**src/rtl/xor_serializer.sv**
```systemverilog
// XOR cipher output stage: latches a data word and a key word on the rising edges
// of their done flags, then shifts data^key out MSB first with valid/busy/done flags.
module xor_serializer #(
    parameter int DATA_SIZE = 4
) (
    input  logic                 iClk,
    input  logic                 iRst,
    input  logic                 iEn,
    input  logic [DATA_SIZE-1:0] iData,
    input  logic                 iData_done,
    input  logic [DATA_SIZE-1:0] iKey,
    input  logic                 iKey_done,
    output logic                 oSerial,
    output logic                 oValid,
    output logic                 oBusy,
    output logic                 oDone
);

    localparam int CW = (DATA_SIZE > 1) ? $clog2(DATA_SIZE) : 1;
    localparam logic [CW-1:0] LAST_BIT = CW'(DATA_SIZE - 1);

    typedef enum logic [1:0] {
        IDLE  = 2'd0,
        SHIFT = 2'd1,
        DONE  = 2'd2
    } state_t;

    state_t               state, state_nx;
    logic [DATA_SIZE-1:0] shreg, shreg_nx;
    logic [CW-1:0]        bitcnt, bitcnt_nx;
    logic [DATA_SIZE-1:0] data_q, data_q_nx;
    logic [DATA_SIZE-1:0] key_q, key_q_nx;
    logic                 data_ok, data_ok_nx;
    logic                 key_ok, key_ok_nx;
    logic                 data_prev, key_prev;
    logic                 data_rise, key_rise;
    logic [DATA_SIZE-1:0] data_eff, key_eff;

    assign data_rise = iData_done & ~data_prev;
    assign key_rise  = iKey_done & ~key_prev;

    always_comb begin
        state_nx   = state;
        shreg_nx   = shreg;
        bitcnt_nx  = bitcnt;
        data_q_nx  = data_q;
        key_q_nx   = key_q;
        data_ok_nx = data_ok;
        key_ok_nx  = key_ok;
        data_eff   = data_rise ? iData : data_q;
        key_eff    = key_rise ? iKey : key_q;

        case (state)
            IDLE: begin
                if (data_rise) begin
                    data_q_nx  = iData;
                    data_ok_nx = 1'b1;
                end
                if (key_rise) begin
                    key_q_nx  = iKey;
                    key_ok_nx = 1'b1;
                end
                // A rise this cycle counts as already latched, so both flags rising together start at once.
                if ((data_ok | data_rise) & (key_ok | key_rise)) begin
                    shreg_nx  = data_eff ^ key_eff;
                    bitcnt_nx = '0;
                    state_nx  = SHIFT;
                end
            end
            SHIFT: begin
                shreg_nx  = {shreg[DATA_SIZE-2:0], 1'b0};
                bitcnt_nx = bitcnt + 1'b1;
                if (bitcnt == LAST_BIT) begin
                    state_nx = DONE;
                end
            end
            DONE: begin
                data_ok_nx = 1'b0;
                key_ok_nx  = 1'b0;
                state_nx   = IDLE;
            end
            default: begin
                state_nx = IDLE;
            end
        endcase
    end

    // Edge history advances with iEn only, so a rise seen during a stall is not lost.
    always_ff @(posedge iClk) begin
        if (iRst) begin
            state     <= IDLE;
            shreg     <= '0;
            bitcnt    <= '0;
            data_q    <= '0;
            key_q     <= '0;
            data_ok   <= 1'b0;
            key_ok    <= 1'b0;
            data_prev <= 1'b0;
            key_prev  <= 1'b0;
        end else if (iEn) begin
            state     <= state_nx;
            shreg     <= shreg_nx;
            bitcnt    <= bitcnt_nx;
            data_q    <= data_q_nx;
            key_q     <= key_q_nx;
            data_ok   <= data_ok_nx;
            key_ok    <= key_ok_nx;
            data_prev <= iData_done;
            key_prev  <= iKey_done;
        end
    end

    assign oValid  = (state == SHIFT);
    assign oBusy   = (state == SHIFT) || (state == DONE);
    assign oDone   = (state == DONE);
    assign oSerial = shreg[DATA_SIZE-1] & oValid;

endmodule

```
**config.mk**
```make
export PLATFORM = sky130hd
export DESIGN_NAME = xor_serializer
export DESIGN_NICKNAME = d
export VERILOG_FILES = /design/src/rtl/xor_serializer.sv
export SDC_FILE = /design/constraint.sdc
export NUM_CORES = 1
export LEC_CHECK = 0
export CAP_MARGIN = 25
export CORE_ASPECT_RATIO = 1.75
export CORE_UTILIZATION = 35
export DETAILED_ROUTE_END_ITERATION = 6
export PLACE_DENSITY = 0.56
export REMOVE_ABC_BUFFERS = 1
export SLEW_MARGIN = 25
export SYNTH_ARGS = -nofsm -noshare
export SYNTH_HDL_FRONTEND = slang
export SYNTH_SLANG_ARGS = --single-unit
```
**constraint.sdc**
```tcl
create_clock -name iClk -period 4.9 [get_ports iClk]
set_clock_uncertainty 0.2 [all_clocks]
set_input_delay 1.47 -clock iClk [delete_from_list [all_inputs] [get_ports iClk]]
set_output_delay 1.47 -clock iClk [all_outputs]
set_load 0.005 [all_outputs]
```
# --- After elaboration in Yosys (flattened, before gate mapping) ---
# Index checks and enable logic that the tools add are counted.
classes:
  n_addsub: 1
  n_eq_ne: 7
  muxes: 13
  bitwise_logic: 9
  n_reduce_logical: 9
ops:
  columns: ["op", "n"]
  rows:
  - ["4-bit 2-to-1 mux", 3]
  - ["3-bit AND reduction", 4]
  - ["2-bit case mux with 2 select lines", 2]
  - ["4-bit case mux with 2 select lines", 1]
  - ["2-bit 2-to-1 mux", 3]
  - ["2-bit != test (second input constant)", 3]
  - ["1-bit AND", 4]
  - ["2-bit equality test (second input constant)", 2]
  - ["1-bit case mux with 2 select lines", 2]
  - ["2-bit nonzero test", 2]
  - ["4-bit bitwise XOR", 1]
  - ["2-bit by 1-bit adder with 2-bit output (second input constant)", 1]
  - ["2-bit by 1-bit equality test with 1-bit output (second input constant)", 1]
  - ["2-bit logical NOT", 1]
  - ["1-bit 2-to-1 mux", 2]
  - ["2-bit by 1-bit != test with 1-bit output (second input constant)", 1]
  - ["1-bit inverter", 2]
  - ["1-bit OR", 2]
  - ["2-bit AND reduction", 1]
  - ["1-bit logical OR", 1]
word_totals:
  register_bits: 20
  inputBits: 13
  output_inout_bits: 4
  elab_cells: 48

# --- Logic depth before layout (Yosys ltp) ---
# Gate-level depths: netlist of the first run.
logic_depth:
  ltp_word: 6
  depth_mapped: 6
  depth_no_buf: 6

# --- Worst setup path after synthesis of the first run ---
# No wires, ideal clock.
synth_path:
  path_type: "input-to-reg"
  startpoint: "input port iKey_done"
  endpoint: "register shreg[1]"
  setup_ns: 0.083
  arrival_ns: 2.475
  t_required_ns: 4.617
  setup_slack_ns: 2.142
  stages: 5
  path_buffers: 1
  cell_sequence: "nor2b_2 > buf_6 > o221ai_4 > or4_4 > o221ai_1"
synth_via:
  elab_chain_cells: 5
  elab_cells_between_ends: 9
  classes_between: "1 x eq/ne; 3 x mux; 4 x bitwise; 1 x reduce/logical"
synth_rtl:
  columns: ["item", "line", "source"]
  rows:
  - ["start, declared", "12", "input logic iKey_done,"]
  - ["1-bit AND (*)", "40", "assign key_rise = iKey_done & ~key_prev;"]
  - ["4-bit 2-to-1 mux / 1-bit OR (equally long branches)", null, null]
  - ["4-bit bitwise XOR / 1-bit AND (equally long branches)", "65, 64", null]
  - ["4-bit 2-to-1 mux / 2-bit != test (equally long branches)", null, null]
  - ["4-bit case mux with 2 select lines / 3-bit AND reduction (equally long branches)", null, null]
  - ["end signal, assigned", "102", "shreg <= shreg_nx;"]
  - ["end, declared", "29", "logic [DATA_SIZE-1:0] shreg, shreg_nx;"]
# Every way passes the cells marked *; elsewhere a longest branch is shown, timed or not. The select of a mux whose other input is x is not followed.
# A chain may end at the register's enable or synchronous reset.

# --- Final worst setup path of the first run ---
layout_path:
  startpoint: "register state[1]"
  endpoint: "output port oSerial"
layout_via:
  elab_chain_cells: 2
layout_rtl:
  columns: ["item", "line", "source"]
  rows:
  - ["start, declared", "28", "state_t state, state_nx;"]
  - ["start signal, assigned", "101", "state <= state_nx;"]
  - ["2-bit by 1-bit equality test with 1-bit output", "113", "assign oValid = (state == SHIFT);"]
  - ["1-bit AND", "116", "assign oSerial = shreg[DATA_SIZE-1] & oValid;"]
  - ["end, declared", "13", "output logic oSerial,"]
# Every way passes these cells.

==> results.json, run 1 <==
{
  "outcome": "completed",
  "port_buffers": 16,
  "worst_slack_ns": 1.51,
  "num_rows": 26,
  "hp-start": "bitcnt[1]",
  "ant_nets": 0,
  "worstHoldPathType": "flip-flop to flip-flop",
  "synth-seq-cells": 20,
  "path_clk_slew_ns": 0.07,
  "grt_max_degree": 25,
  "p_per_area_mw_per_mm2": 295,
  "cts.sinks": 20,
  "place_hpwl_mm": 1.54,
  "dieArea_mm2": 0.00336,
  "wirelength_mm": 2.02,
  "synth_top_area_share_pct": 36.6,
  "holdPathEnd": "bitcnt[1]",
  "synth_area_leader_cell": "dfxtp_1",
  "cp_data_required_time_ns": 3.23,
  "synthTopCellsByArea": "dfxtp_1, mux2i_1, nor2_1",
  "first_global_vias": 824,
  "ys_warn_count": 0,
  "utilization_pct": 44.2,
  "via_per_inst": 4.81,
  "ir_drop_uv": 163,
  "crit_path_max_fanout": 11,
  "leakagePower_nw": 0.537,
  "maxCapViolCount": 0,
  "regArea_um2": 400,
  "fp.dieH_um": 76.0,
  "via_count": 793,
  "drtIter0Drc": 8,
  "r2r-end": "shreg[1]",
  "core_region_area_mm2": 0.00296,
  "nNetsFinal": 141,
  "finalSetupViolCount": 0,
  "area_growth_pct": 19.4,
  "syn_area_mm2": 0.00109,
  "multiInputGateArea_um2": 621,
  "whs_path_depth": 2,
  "place_congestion": 0.701,
  "dr.pass1.iters": 2,
  "r2r_cells": 6,
  "post_synth_num_cell_types": 33,
  "tightest_slew_ns": 0.491,
  "initial_utilization_pct": 37.0,
  "rsz0062_at_grt": "false",
  "antenna_found_initial": 0,
  "htreeDepth": 1,
  "syn_inst": 108,
  "avgSynthCellArea_um2": 10.1,
  "place_ws_ns": 1.33,
  "clock_latency_ns": 0.25,
  "clock.fmax_mhz": 295,
  "cp-startpoint": "state[1]",
  "remaining_drc_errors": 0,
  "ys_seq_area_share_pct": 36.6,
  "postCtsSetupBuffers": 0,
  "fin_crit_sh_pct": 69.2,
  "drive_gt1_share_pct": 10.6,
  "setup-tns-final_ns": 0,
  "cts_hold_buf": 0,
  "maxSlewViolCount": 0,
  "cts_tree": "yes",
  "startpoint_type": "flip-flop",
  "antenna_cells": 0,
  "clock_path_buffers": 2,
  "gr-usage-all-layers_pct": 13.5,
  "num-fill-cells": 287,
  "relSlewSlack_pct": 67.1,
  "dieWidth_um": 44.3,
  "tritoncts.num_buffers": 3,
  "min_period_ns": 3.39,
  "criticalPathCategory": "flip-flop to output port",
  "grt_pass1_wl_mm": 3.50,
  "power_mw": 0.386,
  "ios": 17,
  "ctsResizeCount": 0,
  "finalHoldViolCount": 0,
  "endpoint_kind": "output port",
  "regToRegSetupSlack_ns": 2.90,
  "wl_per_cell_um": 12.3,
  "clockRootBuffer": "clkbuf_8",
  "critical_path_arrival_ns": 1.72,
  "rr_startpoint": "state[0]",
  "grt-ovfl-total": 0
}
-- critical path: stages (launching register included) --
cell and delay [ns]:
dfxtp_1 0.33, inv_1 0.08, ha_1 0.38, and2_1 0.18, clkdlybuf4s50_1 0.49
-- layout make-up --
class	count	share of cell area (%)
multi-input cells	79	47.5
well taps	42	4.02
clock buffers	4	4.21
flip-flops and latches	20	30.6
inverters	3	0.861
repair buffers	17	12.8
-- layout by cell type (no fill, tap or decap), types with 2 or more instances in the layout --
cell	synthesis	final
clkbuf_8	0	4
o221ai_1	3	3
or2b_1	2	2
clkdlybuf4s50_1	0	16
nor2_1	15	15
o21ai_0	2	2
dfxtp_1	20	20
mux2_2	2	2
a22oi_1	2	2
mux2i_1	18	18
ha_1	4	4
nand4b_1	3	3
a21oi_1	4	4
nand3_1	4	4
xnor2_1	4	4
nand2b_1	3	3
inv_1	3	3
-- where the power goes --
part	total, mW	internal [mW]	switching [mW]	leakage, nW
Sequential	0.179	0.173	0.00578	0.163
Combinational	0.0846	0.0426	0.0421	0.345
Clock	0.122	0.0714	0.0510	0.0288
-- worst max path at each step --
stage	endpoint	slack [ns]
after detailed placement	shreg[3]	1.33
after global routing	oSerial	1.40
final	oSerial	1.51
after CTS	oSerial	1.48
after global placement	shreg[3]	1.39
after floorplan	shreg[1]	1.99
-- kinds of logic (layout without fill, tap and decap cells) --
logic type / Yosys count / count (layout) / share of synthesized area [%]
buffers and inverters: 9 / 24 / 6.74
and+or+nand+nor: 36 / 36 / 19.0
AOI/OAI and AO/OA: 15 / 15 / 11.4
adders and majority gates: 4 / 4 / 4.57
xor gates and xnor gates: 4 / 4 / 3.20
DFF: 20 / 20 / 36.6
muxes: 20 / 20 / 18.5
-- flip-flops by register name, indices dropped and copies added (netlist names) --
register / flops
key_prev: 1
bitcnt: 2
shreg: 4
data_q: 4
key_q: 4
state: 2
data_prev: 1
key_ok: 1
data_ok: 1
-- synthesized netlist by cell type, drive strengths merged --
| master | number |
|---|---|
| o221a | 1 |
| ha | 4 |
| mux2 | 2 |
| or2b | 3 |
| or4 | 1 |
| nand3b | 1 |
| xnor2 | 4 |
| inv | 3 |
| dlygate4sd1 | 1 |
| o32ai | 1 |
| a21o | 1 |
| nand2b | 3 |
| nand4b | 3 |
| mux2i | 18 |
| a22oi | 2 |
| nand2 | 1 |
| o221ai | 4 |
| nor3 | 1 |
| nand3 | 4 |
| o21ai | 2 |
| clkbuf | 1 |
| nor2 | 15 |
| and2 | 1 |
| nor2b | 3 |
| dfxtp | 20 |
| a21oi | 4 |
| buf | 4 |
-- layer usage --
layer,part of all wire [%],global-route usage (%),up-vias
met5,0,0,-
met4,1.2,7.27,0
met3,1.9,1.42,2
met2,56,23.7,10
met1,41,14.9,369
li1,-,-,412
-- stage by stage --
stage / cell area (µm²) / cells / hold slack (ns)
2_1_floorplan: 1030 / 102 / 0.247
3_3_place_gp: 1250 / 161 / 0.267
3_5_place_dp: 1250 / 161 / 0.273
4_1_cts: 1310 / 165 / 0.285
5_1_grt: 1310 / 165 / 0.320
6_report: 1310 / 165 / 0.277
Note: power is estimated with default switching activity, not from simulation.
==> inputs of run 2 (changes only) <==
==> constraint.sdc (replaced) <==
create_clock -name iClk -period 3.2 [get_ports iClk]
set_clock_uncertainty 0.2 [all_clocks]
set_input_delay 0.96 -clock iClk [delete_from_list [all_inputs] [get_ports iClk]]
set_output_delay 0.96 -clock iClk [all_outputs]
set_load 0.005 [all_outputs]
==> results.json, run 2 (same netlist as run 1, synthesis figures left out) <==
{
  "combPwrFrac_pct": 20.3,
  "startpoint_type": "flip-flop",
  "worst_path_largest_cell_delay_ns": 0.44,
  "dr.pass1.iters": 4,
  "ant_nets": 0,
  "p_per_area_mw_per_mm2": 492,
  "endpoint_kind": "output port",
  "initial_utilization_pct": 37.0,
  "maxCapViolCount": 0,
  "clockRootBuffer": "clkbuf_8",
  "htreeDepth": 1,
  "num_rows": 26,
  "switching_share_pct": 24.3,
  "core_region_area_mm2": 0.00296,
  "num-fill-cells": 304,
  "maxSlewViolCount": 0,
  "gr-usage-all-layers_pct": 14.8,
  "remaining_drc_errors": 0,
  "fin_crit_sh_pct": 83.0,
  "drive_gt1_share_pct": 12.7,
  "pwr-share-seq_pct": 41.4,
  "fin_area_mm2": 0.00135,
  "worstHoldPathType": "flip-flop to flip-flop",
  "cts_tree": "yes",
  "grt_max_degree": 24,
  "r2r_cells": 6,
  "setup-tns-final_ns": 0,
  "dieArea_mm2": 0.00336,
  "wirelength_mm": 2.15,
  "critical_path_arrival_ns": 1.50,
  "utilization_pct": 45.5,
  "crit_chain": "inv_1 > ha_1 > and2_1 > clkdlybuf4s50_1",
  "ctsResizeCount": 0,
  "place_area_mm2": 0.00127,
  "antenna_found_initial": 0,
  "grt_pass1_wl_mm": 3.81,
  "ios": 17,
  "cpMaxStageDelayCell": "clkdlybuf4s50_1",
  "layout_common_cells": "dfxtp_1, mux2i_1, clkdlybuf4s50_1",
  "clock_latency_ns": 0.26,
  "power.switching_mw": 0.161,
  "critPathTopFamily": "buffers and inverters",
  "whs_ns": 0.289,
  "first_global_vias": 876,
  "p_int_mw": 0.501,
  "dieWidth_um": 44.3,
  "path_clk_slew_ns": 0.08,
  "cts_hold_buf": 0,
  "relSlewSlack_pct": 75.8,
  "place_hpwl_mm": 1.66,
  "place_congestion": 0.752,
  "port_buffers": 16,
  "grt-ovfl-total": 0,
  "clock.fmax_mhz": 376,
  "outcome": "completed",
  "leakagePower_nw": 0.559,
  "cts.sinks": 20,
  "placed_cells": 164,
  "cp_num_buf_inv": 2,
  "nNetsFinal": 144,
  "cp_data_required_time_ns": 2.04,
  "drtIter0Drc": 10,
  "ir_drop_uv": 424,
  "via_count": 825,
  "postCtsSetupBuffers": 0,
  "wl_per_cell_um": 12.8,
  "fin_cells": 168,
  "rsz0062_at_grt": "false",
  "clock_path_buffers": 2,
  "min_period_ns": 2.66,
  "tightest_slew_ns": 0.362,
  "fp.dieH_um": 76.0,
  "finalHoldViolCount": 0,
  "finalSetupViolCount": 0,
  "criticalPathCategory": "flip-flop to output port",
  "reg_top3": "data_q x4, key_q x4, shreg x4",
  "tritoncts.num_buffers": 3,
  "final_common_cell": "dfxtp_1",
  "area_growth_pct": 23.0,
  "via_per_inst": 4.91,
  "crit_path_max_fanout": 3,
  "cp.depth": 4,
  "clockPowerShare_pct": 38.4,
  "antenna_cells": 0,
  "whs_path_depth": 2
}
-- run 2: final timing paths --
path	slack (ns)	to	from
max	0.54	oSerial	state[1]
min	0.29	bitcnt[1]	bitcnt[1]
max reg2reg	1.22	shreg[3]	state[1]
min reg2reg	0.29	bitcnt[1]	bitcnt[1]
-- run 2: layout make-up --
class                   count  area, µm²  area share, %
inverters                   3       11.3          0.836
well taps                  42       52.6           3.90
clock buffers               3       41.3           3.07
flip-flops and latches     20        400           29.7
clock inverters             1       30.0           2.23
multi-input cells          79        621           46.1
repair buffers             20        190           14.1
-- run 2: metal layers --
layer	routed length, µm	global-route usage [%]	up-vias
met5	0	0	-
met4	25	6.36	0
met3	35	1.42	2
met2	1190	26.5	10
met1	902	16.7	393
li1	-	-	420
-- run 2: tightest hold or removal path: stages (launching register included) --
cell     delay, ns
dfxtp_1       0.32
o21ai_0       0.07
a21oi_1       0.06
-- run 2: power groups by stage --
stage	Sequential (mW)	Clock, mW	Combinational [mW]
global placement	0.279	0	0.135
CTS	0.274	0.258	0.136
global route	0.276	0.265	0.149
detailed placement	0.280	0	0.136
floorplan	0.277	0	0.0862
finish	0.274	0.254	0.134
-- run 2: stage by stage --
stage                     worst slack (ns)  total power, mW
after global placement               0.359            0.414
after global routing                 0.461            0.690
after floorplan                      0.798            0.364
final                                0.543            0.662
after detailed placement             0.317            0.415
after CTS                            0.512            0.668
==> inputs of run 3 (changes only) <==
==> constraint.sdc (replaced) <==
create_clock -name iClk -period 2.5 [get_ports iClk]
set_clock_uncertainty 0.2 [all_clocks]
set_input_delay 0.75 -clock iClk [delete_from_list [all_inputs] [get_ports iClk]]
set_output_delay 0.75 -clock iClk [all_outputs]
set_load 0.005 [all_outputs]
==> results.json, run 3 (same netlist as run 1, synthesis figures left out) <==
{
  "path_clk_slew_ns": 0.08,
  "outcome": "completed",
  "min_period_ns": 2.40,
  "layout_common_cells": "dfxtp_1, mux2i_1, nor2_1, clkdlybuf4s50_1, buf_4",
  "ant_nets": 0,
  "clock_path_buffers": 2,
  "place_hpwl_mm": 1.71,
  "crit_path_max_fanout": 3,
  "wirelength_mm": 2.37,
  "maxSlewViolCount": 0,
  "p_per_area_mw_per_mm2": 620,
  "port_buffers": 16,
  "grt_max_degree": 24,
  "dieWidth_um": 44.3,
  "clockRootBuffer": "clkbuf_8",
  "worstHoldPathType": "flip-flop to flip-flop",
  "finalSetupViolCount": 0,
  "reg_top3": "data_q x4, key_q x4, shreg x4",
  "cts_tree": "yes",
  "final_common_cell": "dfxtp_1",
  "fin_crit_sh_pct": 96.1,
  "ir_drop_uv": 419,
  "startpoint_type": "flip-flop",
  "grt_pass1_wl_mm": 3.99,
  "cp-startpoint": "state[1]",
  "first_global_vias": 872,
  "htreeDepth": 1,
  "whs_ns": 0.288,
  "endpoint_kind": "output port",
  "place_congestion": 0.742,
  "regToRegSetupSlack_ns": 0.50,
  "via_count": 863,
  "wl_per_cell_um": 13.6,
  "drive_gt1_share_pct": 18.2,
  "tritoncts.num_buffers": 3,
  "r2r_cells": 6,
  "r2r-end": "shreg[1]",
  "initial_utilization_pct": 37.0,
  "gr-usage-all-layers_pct": 15.8,
  "criticalPathCategory": "flip-flop to output port",
  "num-fill-cells": 289,
  "dr.pass1.iters": 4,
  "clock_latency_ns": 0.26,
  "num_rows": 26,
  "fp.dieH_um": 76.0,
  "crit_path_end": "oValid",
  "maxCapViolCount": 0,
  "tightest_slew_ns": 0.312,
  "cts_hold_buf": 0,
  "via_per_inst": 4.96,
  "finalHoldViolCount": 0,
  "nNetsFinal": 150,
  "rr_startpoint": "state[0]",
  "rsz0062_at_grt": "false",
  "cts.sinks": 20,
  "utilization_pct": 47.2,
  "antenna_cells": 0,
  "core_region_area_mm2": 0.00296,
  "drtIter0Drc": 10,
  "grt-ovfl-total": 0,
  "remaining_drc_errors": 0,
  "ios": 17,
  "relSlewSlack_pct": 79.2,
  "cp_data_required_time_ns": 1.55,
  "critical_path_arrival_ns": 1.45,
  "antenna_found_initial": 0,
  "clock.fmax_mhz": 416,
  "dieArea_mm2": 0.00336,
  "area_growth_pct": 27.7,
  "leakagePower_nw": 0.607
}
run 3: cell types whose count changed in the layout (fill, tap and decap cells not counted), sizes merged:
cell | before | now
buf | 4 | 10
clkdlybuf4s50 | 16 | 15
dlymetal6s2s | 0 | 1
run 3: routing by layer:
layer / vias to the layer above / track usage [%] / part of all wire (%)
met1: 406 / 17.7 / 40
li1: 430 / - / -
met3: 6 / 3.08 / 2.8
met5: - / 0 / 0
met4: 0 / 9.39 / 2.7
met2: 21 / 26.3 / 54
run 3: worst min path at each step:
stage,startpoint,endpoint,slack (ns),cells after the start
floorplan,bitcnt[1],bitcnt[1],0.25,2
global placement,bitcnt[1],bitcnt[1],0.27,2
detailed placement,bitcnt[1],bitcnt[1],0.28,2
CTS,bitcnt[1],bitcnt[1],0.29,2
global route,shreg[0],shreg[0],0.31,2
finish,bitcnt[1],bitcnt[1],0.29,2
run 3: what timing repair did:
| action | CTS | global route |
|---|---|---|
| buffers inserted | 0 | 1 |
| gates cloned | 0 | 0 |
| pin swaps | 0 | 1 |
| gates resized for setup | 1 | 2 |
| setup endpoints to repair | 1 | 1 |
run 3: critical path: stages, from the launching register on:
cell	delay, ns
dfxtp_2	0.34
inv_1	0.08
ha_2	0.19
buf_4	0.10
clkdlybuf4s50_1	0.48
run 3: per-stage QoR:
step / TNS, ns / std cells / setup WS [ns] / power, mW / area (µm²)
after floorplan: 0 / 102 / 0.308 / 0.465 / 1030
after global placement: -0.127 / 169 / -0.0441 / 0.537 / 1310
after detailed placement: -0.239 / 169 / -0.0870 / 0.541 / 1310
after CTS: 0 / 173 / 0.00158 / 0.875 / 1390
after global routing: 0 / 174 / 0.0401 / 0.905 / 1400
final: 0 / 174 / 0.0978 / 0.866 / 1400
run 3: cell type report:
class	count	area, µm²	share of cell area (%)
multi-input combinational	79	623	44.6
sequential	20	402	28.7
timing repair buffer	26	238	17.0
tap	42	52.6	3.76
clock buffer	3	41.3	2.95
clock inverter	1	30.0	2.15
inverter	3	11.3	0.806
run 3: report_power, final:
group	internal, mW	switching, mW	total [mW]
clock network	0.214	0.115	0.329
logic	0.0974	0.0891	0.187
registers	0.339	0.0114	0.351
